**config.mk**
```make
export PLATFORM = sky130hd
export DESIGN_NAME = ring_freq_meter
export DESIGN_NICKNAME = d
export VERILOG_FILES = /design/src/rtl/ring_freq_meter.sv
export SDC_FILE = /design/constraint.sdc
export NUM_CORES = 1
export LEC_CHECK = 0
export ABC_AREA = 1
export ABC_CLOCK_PERIOD_IN_PS = 1920
export BUFFER_PORTS_ARGS = -buffer_cell sky130_fd_sc_hd__buf_2
export CAP_MARGIN = 25
export CORE_ASPECT_RATIO = 0.8
export CORE_MARGIN = 2
export CORE_UTILIZATION = 59
export CTS_CLUSTER_DIAMETER = 200
export DETAILED_ROUTE_END_ITERATION = 8
export GPL_ROUTABILITY_DRIVEN = 0
export PLACE_DENSITY = 0.77
export SLEW_MARGIN = 25
export SYNTH_ARGS = -nofsm -noshare
export SYNTH_HDL_FRONTEND = slang
export SYNTH_SLANG_ARGS = --single-unit
```
**constraint.sdc**
```tcl
create_clock -name i_clk -period 1.92 [get_ports i_clk]
set_input_delay 0.096 -clock i_clk [delete_from_list [all_inputs] [get_ports i_clk]]
set_output_delay 0.096 -clock i_clk [all_outputs]
set_load 0.05 [all_outputs]
```
**src/rtl/ring_freq_meter.sv**
```systemverilog
// ring_freq_meter
//   Measures the frequency of one of six free-running ring oscillators by
//   counting its rising edges during a fixed window of pGATE system-clock
//   cycles.  The selected ring is resynchronised into the i_clk domain, so
//   rings faster than f(i_clk)/2 alias.  An alias is still a valid result.
//
// Ports
//   i_clk    system clock; all state changes on its rising edge
//   i_rst    synchronous active-high reset
//   i_ring   six asynchronous ring-oscillator outputs (bits 0..5)
//   i_sel    ring select; 6 and 7 select a constant 0
//   i_start  measurement request, level-sampled while idle
//   o_busy   high while a measurement is in progress (SETTLE and GATE)
//   o_valid  one-cycle pulse that marks a new o_count
//   o_count  rising edges counted in the last gate window, saturating
module ring_freq_meter #(
    parameter int pGATE  = 1024,
    parameter int pWIDTH = 16
) (
    input  logic              i_clk,
    input  logic              i_rst,
    input  logic [5:0]        i_ring,
    input  logic [2:0]        i_sel,
    input  logic              i_start,
    output logic              o_busy,
    output logic              o_valid,
    output logic [pWIDTH-1:0] o_count
);

    localparam int GW = $clog2(pGATE + 1);

    typedef enum logic [1:0] {
        IDLE   = 2'd0,
        SETTLE = 2'd1,
        GATE   = 2'd2,
        DONE   = 2'd3
    } state_t;

    state_t              state_q, state_d;
    logic [2:0]          sel_q, sel_d;
    logic                sync1_q, sync2_q, hist_q;
    logic [pWIDTH-1:0]   edge_cnt_q, edge_cnt_d;
    logic [GW-1:0]       gate_cnt_q, gate_cnt_d;
    logic [pWIDTH-1:0]   count_q, count_d;
    logic                ring_sel;
    logic                edge_det;

    // The increment stops at all-ones so that a fast ring reads full scale.
    // Letting it wrap would read low.
    function automatic logic [pWIDTH-1:0] sat_inc(input logic [pWIDTH-1:0] v,
                                                  input logic inc);
        if (inc && (v != {pWIDTH{1'b1}})) begin
            return v + {{(pWIDTH-1){1'b0}}, 1'b1};
        end
        return v;
    endfunction

    // Select mux feeds the synchroniser.  The mux is driven by the latched
    // select, so changes to i_sel mid-measurement have no effect.
    always_comb begin
        ring_sel = 1'b0;
        case (sel_q)
            3'd0:    ring_sel = i_ring[0];
            3'd1:    ring_sel = i_ring[1];
            3'd2:    ring_sel = i_ring[2];
            3'd3:    ring_sel = i_ring[3];
            3'd4:    ring_sel = i_ring[4];
            3'd5:    ring_sel = i_ring[5];
            default: ring_sel = 1'b0;
        endcase
    end

    assign edge_det = sync2_q & ~hist_q;

    always_comb begin
        state_d    = state_q;
        sel_d      = sel_q;
        edge_cnt_d = edge_cnt_q;
        gate_cnt_d = gate_cnt_q;
        count_d    = count_q;
        case (state_q)
            IDLE: begin
                if (i_start) begin
                    sel_d      = i_sel;
                    edge_cnt_d = '0;
                    gate_cnt_d = '0;
                    state_d    = SETTLE;
                end
            end
            // Three cycles flush the old ring out of sync1/sync2/history.
            // The gate counter is reused for this; pGATE >= 4 guarantees
            // it is wide enough to count to 2.
            SETTLE: begin
                if (gate_cnt_q == GW'(2)) begin
                    gate_cnt_d = '0;
                    state_d    = GATE;
                end else begin
                    gate_cnt_d = gate_cnt_q + GW'(1);
                end
            end
            GATE: begin
                edge_cnt_d = sat_inc(edge_cnt_q, edge_det);
                if (gate_cnt_q == GW'(pGATE - 1)) begin
                    // The result is loaded on entry to DONE.  The edge seen
                    // in the last gate cycle is included, and o_count is
                    // stable for the whole o_valid cycle.
                    count_d    = edge_cnt_d;
                    gate_cnt_d = '0;
                    state_d    = DONE;
                end else begin
                    gate_cnt_d = gate_cnt_q + GW'(1);
                end
            end
            DONE: begin
                state_d = IDLE;
            end
            default: begin
                state_d = IDLE;
            end
        endcase
    end

    always_ff @(posedge i_clk) begin
        if (i_rst) begin
            state_q    <= IDLE;
            sel_q      <= '0;
            sync1_q    <= 1'b0;
            sync2_q    <= 1'b0;
            hist_q     <= 1'b0;
            edge_cnt_q <= '0;
            gate_cnt_q <= '0;
            count_q    <= '0;
        end else begin
            state_q    <= state_d;
            sel_q      <= sel_d;
            // The synchroniser runs in every state, so it already holds
            // settled data when the gate opens.
            sync1_q    <= ring_sel;
            sync2_q    <= sync1_q;
            hist_q     <= sync2_q;
            edge_cnt_q <= edge_cnt_d;
            gate_cnt_q <= gate_cnt_d;
            count_q    <= count_d;
        end
    end

    // All outputs decode registered state only.
    assign o_busy  = (state_q == SETTLE) || (state_q == GATE);
    assign o_valid = (state_q == DONE);
    assign o_count = count_q;

endmodule

```
==> qor.csv, run 1 <==
metric;value;unit
first-pass GRT wire length;11.4;mm
met1 GRT Util;39.6;%
drt via density;5.09;
Final setup viols;0;
status;complete, no violations;
Hold Startpoint;i_sel[1];
IO buf count;29;
CTS tree;yes;
vias;2752;
WL/cell;11.8;um
Clock Sinks;51;
Synth Area in Compound Gates;12.2;%
total die area;0.00539;sq mm
core box area;0.00462;sq mm
met2 Use GR;40.8;%
# fillers;413;
RSZ-0062 raised after global routing;no;
Post-synth top flop;dfxtp_1;
gr usage total;27.5;%
Synth top area share;35.9;%
post-synthesis mux area share;0;%
placed cell count;532;
Reg area;0.00102;sq mm
clk root buf;clkbuf_8;
vias in the first global route;2521;
sequential area share after synthesis;35.9;%
final wirelength;6.40;mm
main combinational cell family by area after synthesis;simple AND/OR/NAND/NOR gates;
cell area after synthesis;0.00284;sq mm
Slew Viols, Final;0;
1st-pass router iterations;4;
pin count of the biggest net entering global routing;27;
post-synthesis cell type count;31;
# IOs;30;
Slew @ Worst Pin;0.372;ns
ANT nets after route;0;
proportion of power drawn by flip-flops and latches;39.9;%
crit-path max FO;5;
Reg clk slew, reported paths;0.10;ns
final hold violations;0;
worst hold path type;in2reg;
synthesis-to-layout area growth;14.8;%
Slew HR;75.0;%
H-Tree Depth;2;
Psw;1.07;mW
Clk pwr share;27.0;%
PnR Total Power;2.91;mW
hold buffers post-CTS;0;
simple-gate portion of the synthesized area;34.9;%
Critical R2R Launch;state_q[0];
Layout Nets;499;
Post-synth EDFFs;0;
synth top area cells;dfxtp_1 36%, nand2_1 16%, nor2_1 9.0%;
initial antenna violation count;0;
fmax;590;MHz
Die Span Y;66.1;um
initial core utilization;61.4;%
xor and xnor area share after synthesis;3.39;%
WS Path Type;reg2reg;
largest buffer count on any clock path;2;
crit start category;flip-flop;
YS warnings;0;
Clock Skews;0.00973;ns
gr busiest metal;met2;
Ant. Diodes;0;
Remaining DRCs;0;
Internal;1.84;mW
Gate power share;33.1;%
Crit path arrival time;1.91;ns
Seq cells post-synth;51;
Pwr Density;894;mW/mm^2
Remaining Overflow, GRT;0;
LEAKAGE;1.50;nW
Core Util, Final;70.5;%
Clock Latency Late Sink;0.31;ns
Synthesized Nets;455;
Max-Cap Viols;0;
FP Rows;22;
initial DRC count;244;
crit path capture type;flip-flop;
setup TNS;0;ns
CTS Buf Count;5;
CP startpoint;state_q[0];
DIE WIDTH;81.6;um
Peak supply drop;0.000918;V
layout cells sized above 1;16.0;%
min Tclk post-route;1.69;ns
Multi-input gate area;0.00153;sq mm
cell taking the most area after synthesis;dfxtp_1;
CP Data Required Time;2.13;ns
DP Wirelength;4.78;mm
Post-Syn Instances;436;
post-synthesis adder-cell area fraction;3.08;%
met3 Use GR;6.56;%
mean post-synth cell area;6.52;sq um
fin cells;541;
fin crit share;88.2;%
Sw Ratio;36.8;%
Synth async-reset ratio;0;%
## per-layer routing
layer	share of wire (%)	wire length, um
met4	1.5	93
met1	50	3170
met5	0	0
met2	42	2680
met3	7.2	459
## flip-flops by register name, indices dropped and copies added (netlist names)
| register | cells |
|---|---|
| edge_cnt_q | 16 |
| sync1_q | 1 |
| hist_q | 1 |
| sel_q | 3 |
| state_q | 2 |
| gate_cnt_q | 11 |
| o_count | 16 |
| sync2_q | 1 |
## final timing paths
| kind | endpoint | slack (ns) | cells past startpoint |
|---|---|---|---|
| setup reg to reg | gate_cnt_q[5] | 0.23 | 7 |
| setup / recovery | gate_cnt_q[5] | 0.23 | 7 |
| hold / removal | sel_q[1] | 0.07 | 3 |
| hold reg to reg | sync2_q | 0.41 | 2 |
## through the flow
stage / instance area, sq um / setup slack [ns] / hold WS, ns
3_5_place_dp: 3120 / 0.139 / 0.381
4_1_cts: 3240 / 0.112 / 0.0601
3_3_place_gp: 3120 / 0.231 / 0.375
6_report: 3260 / 0.226 / 0.0659
2_1_floorplan: 2840 / 0.0651 / 0.283
5_1_grt: 3260 / 0.0124 / 0.0616
## area by class of cell
cell class / instances / area share [%]
Clock inverter: 2 / 1.07
Tap cell: 60 / 2.30
Clock buffer: 6 / 2.53
Sequential cell: 51 / 31.3
Multi-Input combinational cell: 315 / 46.8
Timing Repair Buffer: 48 / 9.21
Inverter: 59 / 6.79
## power groups by stage
stage	sequential [mW]	clock, mW	combinational (mW)
finish	1.16	0.788	0.964
global route	1.17	0.846	1.10
CTS	1.16	0.802	0.946
detailed placement	1.19	0	0.943
global placement	1.18	0	0.922
floorplan	1.18	0	0.677
## cells in the final DEF, fill, tap and decap left out, types with 3 or more instances in the layout
cell        n
clkbuf_8    6
nand3_1    26
xor2_1      8
buf_4      18
nand2_1   117
a21oi_1    21
nor2_1     68
nor2_2      5
inv_1      58
o21ai_0    19
nor3_1      3
nand2_2     4
xnor2_1     3
nand4_1     7
dfxtp_1    51
a21oi_2     6
o21ai_1    11
buf_2      29
ha_1        7
## critical path: stages, from the launching register on
cell	delay (ns)
dfxtp_1	0.39
inv_1	0.08
ha_1	0.36
a21oi_2	0.26
inv_1	0.14
nand3_1	0.15
xor2_1	0.16
nor2_1	0.06
## cells by family after synthesis
group	count (synthesis)
simple gates	236
buf+inv	70
compound gates	61
flops	51
xor+xnor	11
fa+ha+maj	7
## synth_stat cells (4+ instances only)
| cell type | count |
|---|---|
| xor2_1 | 8 |
| nor2_2 | 5 |
| nor2_1 | 68 |
| nand4_1 | 7 |
| a21oi_1 | 21 |
| buf_6 | 4 |
| dfxtp_1 | 51 |
| a21oi_2 | 6 |
| ha_1 | 7 |
| o21ai_1 | 10 |
| o21ai_0 | 20 |
| inv_1 | 58 |
| nand3_1 | 26 |
| nand2_1 | 118 |
## what timing repair did
action,4_1_cts,5_1_grt
setup buffers,0,1
hold endpoints to repair,0,0
gates resized for setup,0,2
endpoints found under the setup margin,0,11
Note: power is estimated with default switching activity, not from simulation.
==> run 2, diff against run 1 <==
Settings changed: REMOVE_ABC_BUFFERS set to 1.
==> qor.csv, run 2 (same netlist as run 1, synthesis figures left out) <==
metric;value;unit;change
Max-Cap Viols;0;;unchanged
Final setup viols;0;;unchanged
Slew HR;69.4;%;-5.5 points
gr busiest metal;met2;;
Critical R2R Launch;gate_cnt_q[0];;
Remaining Overflow, GRT;0;;unchanged
CTS tree;yes;;
Place WS;0.128;ns;-0.0112 ns
most common cell after layout, fill and taps aside;nand2_1;;
pin count of the biggest net entering global routing;22;;-19%
layout cells sized above 1;17.0;%;+1.0 points
met3 Use GR;5.05;%;-1.5 points
Reg clk slew, reported paths;0.09;ns;about the same
Remaining DRCs;0;;unchanged
DIE WIDTH;81.6;um;unchanged
initial core utilization;61.4;%;unchanged
1st-pass router iterations;5;;+1
WS Path Type;reg2reg;;
final worst slack;0.180;ns;-0.0458 ns
Ant. Diodes;0;;unchanged
# IOs;30;;unchanged
Slew @ Worst Pin;0.458;ns;+0.0867 ns
clk root buf;clkbuf_8;;
Slew Viols, Final;0;;unchanged
fmax;575;MHz;-2.6%
hold buffers post-CTS;0;;unchanged
FP Rows;22;;unchanged
RSZ-0062 raised after global routing;no;;
Clock Skews;0.00377;ns;-0.00597 ns
total die area;0.00539;sq mm;unchanged
CP Data Required Time;2.11;ns;-0.02 ns
crit path to;gate_cnt_q[8];;
IO buf count;29;;unchanged
LEAKAGE;1.51;nW;+0.90%
Worst R2R Path Depth;10;;+3
synthesis-to-layout area growth;15.8;%;
commonest non-fill, non-tap cells in the layout;117 x nand2_1, 67 x nor2_1, 58 x inv_1, 51 x dfxtp_1, 29 x buf_2;;
first-pass GRT wire length;11.1;mm;-2.4%
placed cell count;533;;+0.19%
fin cells;547;;+1.1%
Core Util, Final;71.2;%;+0.65 points
ANT nets after route;0;;unchanged
met2 Use GR;39.4;%;-1.3 points
FF-to-FF End;gate_cnt_q[8];;
Pwr Density;853;mW/mm^2;-4.6%
crit path capture type;flip-flop;;
Die Span Y;66.1;um;unchanged
initial antenna violation count;0;;unchanged
WL/cell;11.8;um;about the same
H-Tree Depth;2;;unchanged
Crit path arrival time;1.93;ns;+0.02 ns
gr usage total;26.4;%;-1.1 points
final hold violations;0;;unchanged
worst hold slack;0.0637;ns;-0.00214 ns
Peak supply drop;0.000797;V;-13%
Layout Nets;505;;+1.2%
PnR Total Power;2.81;mW;-3.7%
final wirelength;6.47;mm;+1.0%
Non-Filler Cell Area, Final;0.00329;sq mm;+0.92%
DP Wirelength;4.58;mm;-4.0%
core box area;0.00462;sq mm;unchanged
initial DRC count;223;;-8.6%
Clock Sinks;51;;unchanged
drt via density;5.05;;-0.81%
fin crit share;90.6;%;+2.4 points
vias in the first global route;2412;;-4.3%
crit start category;flip-flop;;
CP startpoint;gate_cnt_q[0];;
vias;2760;;+0.29%
CTS Buf Count;5;;unchanged
setup TNS;0;ns;unchanged
flop2flop setup slack;0.18;ns;-0.05 ns
Clock Latency Late Sink;0.30;ns;about the same
worst hold path type;in2reg;;
min Tclk post-route;1.74;ns;+0.0458 ns
largest buffer count on any clock path;2;;unchanged
status;complete, no violations;;
Post-DP Area;0.00314;sq mm;+0.64%
met1 GRT Util;38.9;%;-0.77 points
crit-path max FO;7;;+2
## run 2: timing repair
action,CTS,global route
setup endpoints to repair,0,12
resized for setup,0,2
buffers inserted,0,6
## run 2: cell type report
class                           count  area, sq um
Sequential cell                    51         1020
Timing Repair Buffer               54          345
Fill cell                         387         1330
Tap cell                           60         75.1
Inverter                           59          221
Multi-Input combinational cell    315         1530
Clock buffer                        8          100
## run 2: worst min-delay path by stage
stage / start / to / slack (ns) / cells past startpoint
floorplan: i_rst / edge_cnt_q[10] / 0.16 / 1
detailed placement: i_sel[1] / sel_q[1] / 0.39 / 3
global route: i_sel[0] / sel_q[0] / 0.08 / 3
finish: i_sel[2] / sel_q[2] / 0.06 / 3
CTS: i_sel[1] / sel_q[1] / 0.07 / 3
global placement: i_sel[1] / sel_q[1] / 0.38 / 3
## run 2: power breakdown
group / switching (mW) / total (mW) / internal [mW]
Clock: 0.343 / 0.673 / 0.330
Combinational: 0.670 / 0.973 / 0.303
Sequential: 0.0418 / 1.16 / 1.12
## run 2: critical path, cell delays in order (launching register included)
cell	delay, ns
dfxtp_1	0.37
ha_1	0.19
nand3_2	0.11
nor2_2	0.16
nand4_2	0.14
nand2_1	0.13
nand2_1	0.12
nand2_1	0.09
nand2_1	0.05
nand2_1	0.20
nor2_1	0.07
## run 2: routing by layer
layer / routed length, um / up-vias
li1: - / 1462
met4: 63 / 0
met3: 406 / 9
met5: 0 / -
met2: 2610 / 75
met1: 3390 / 1214
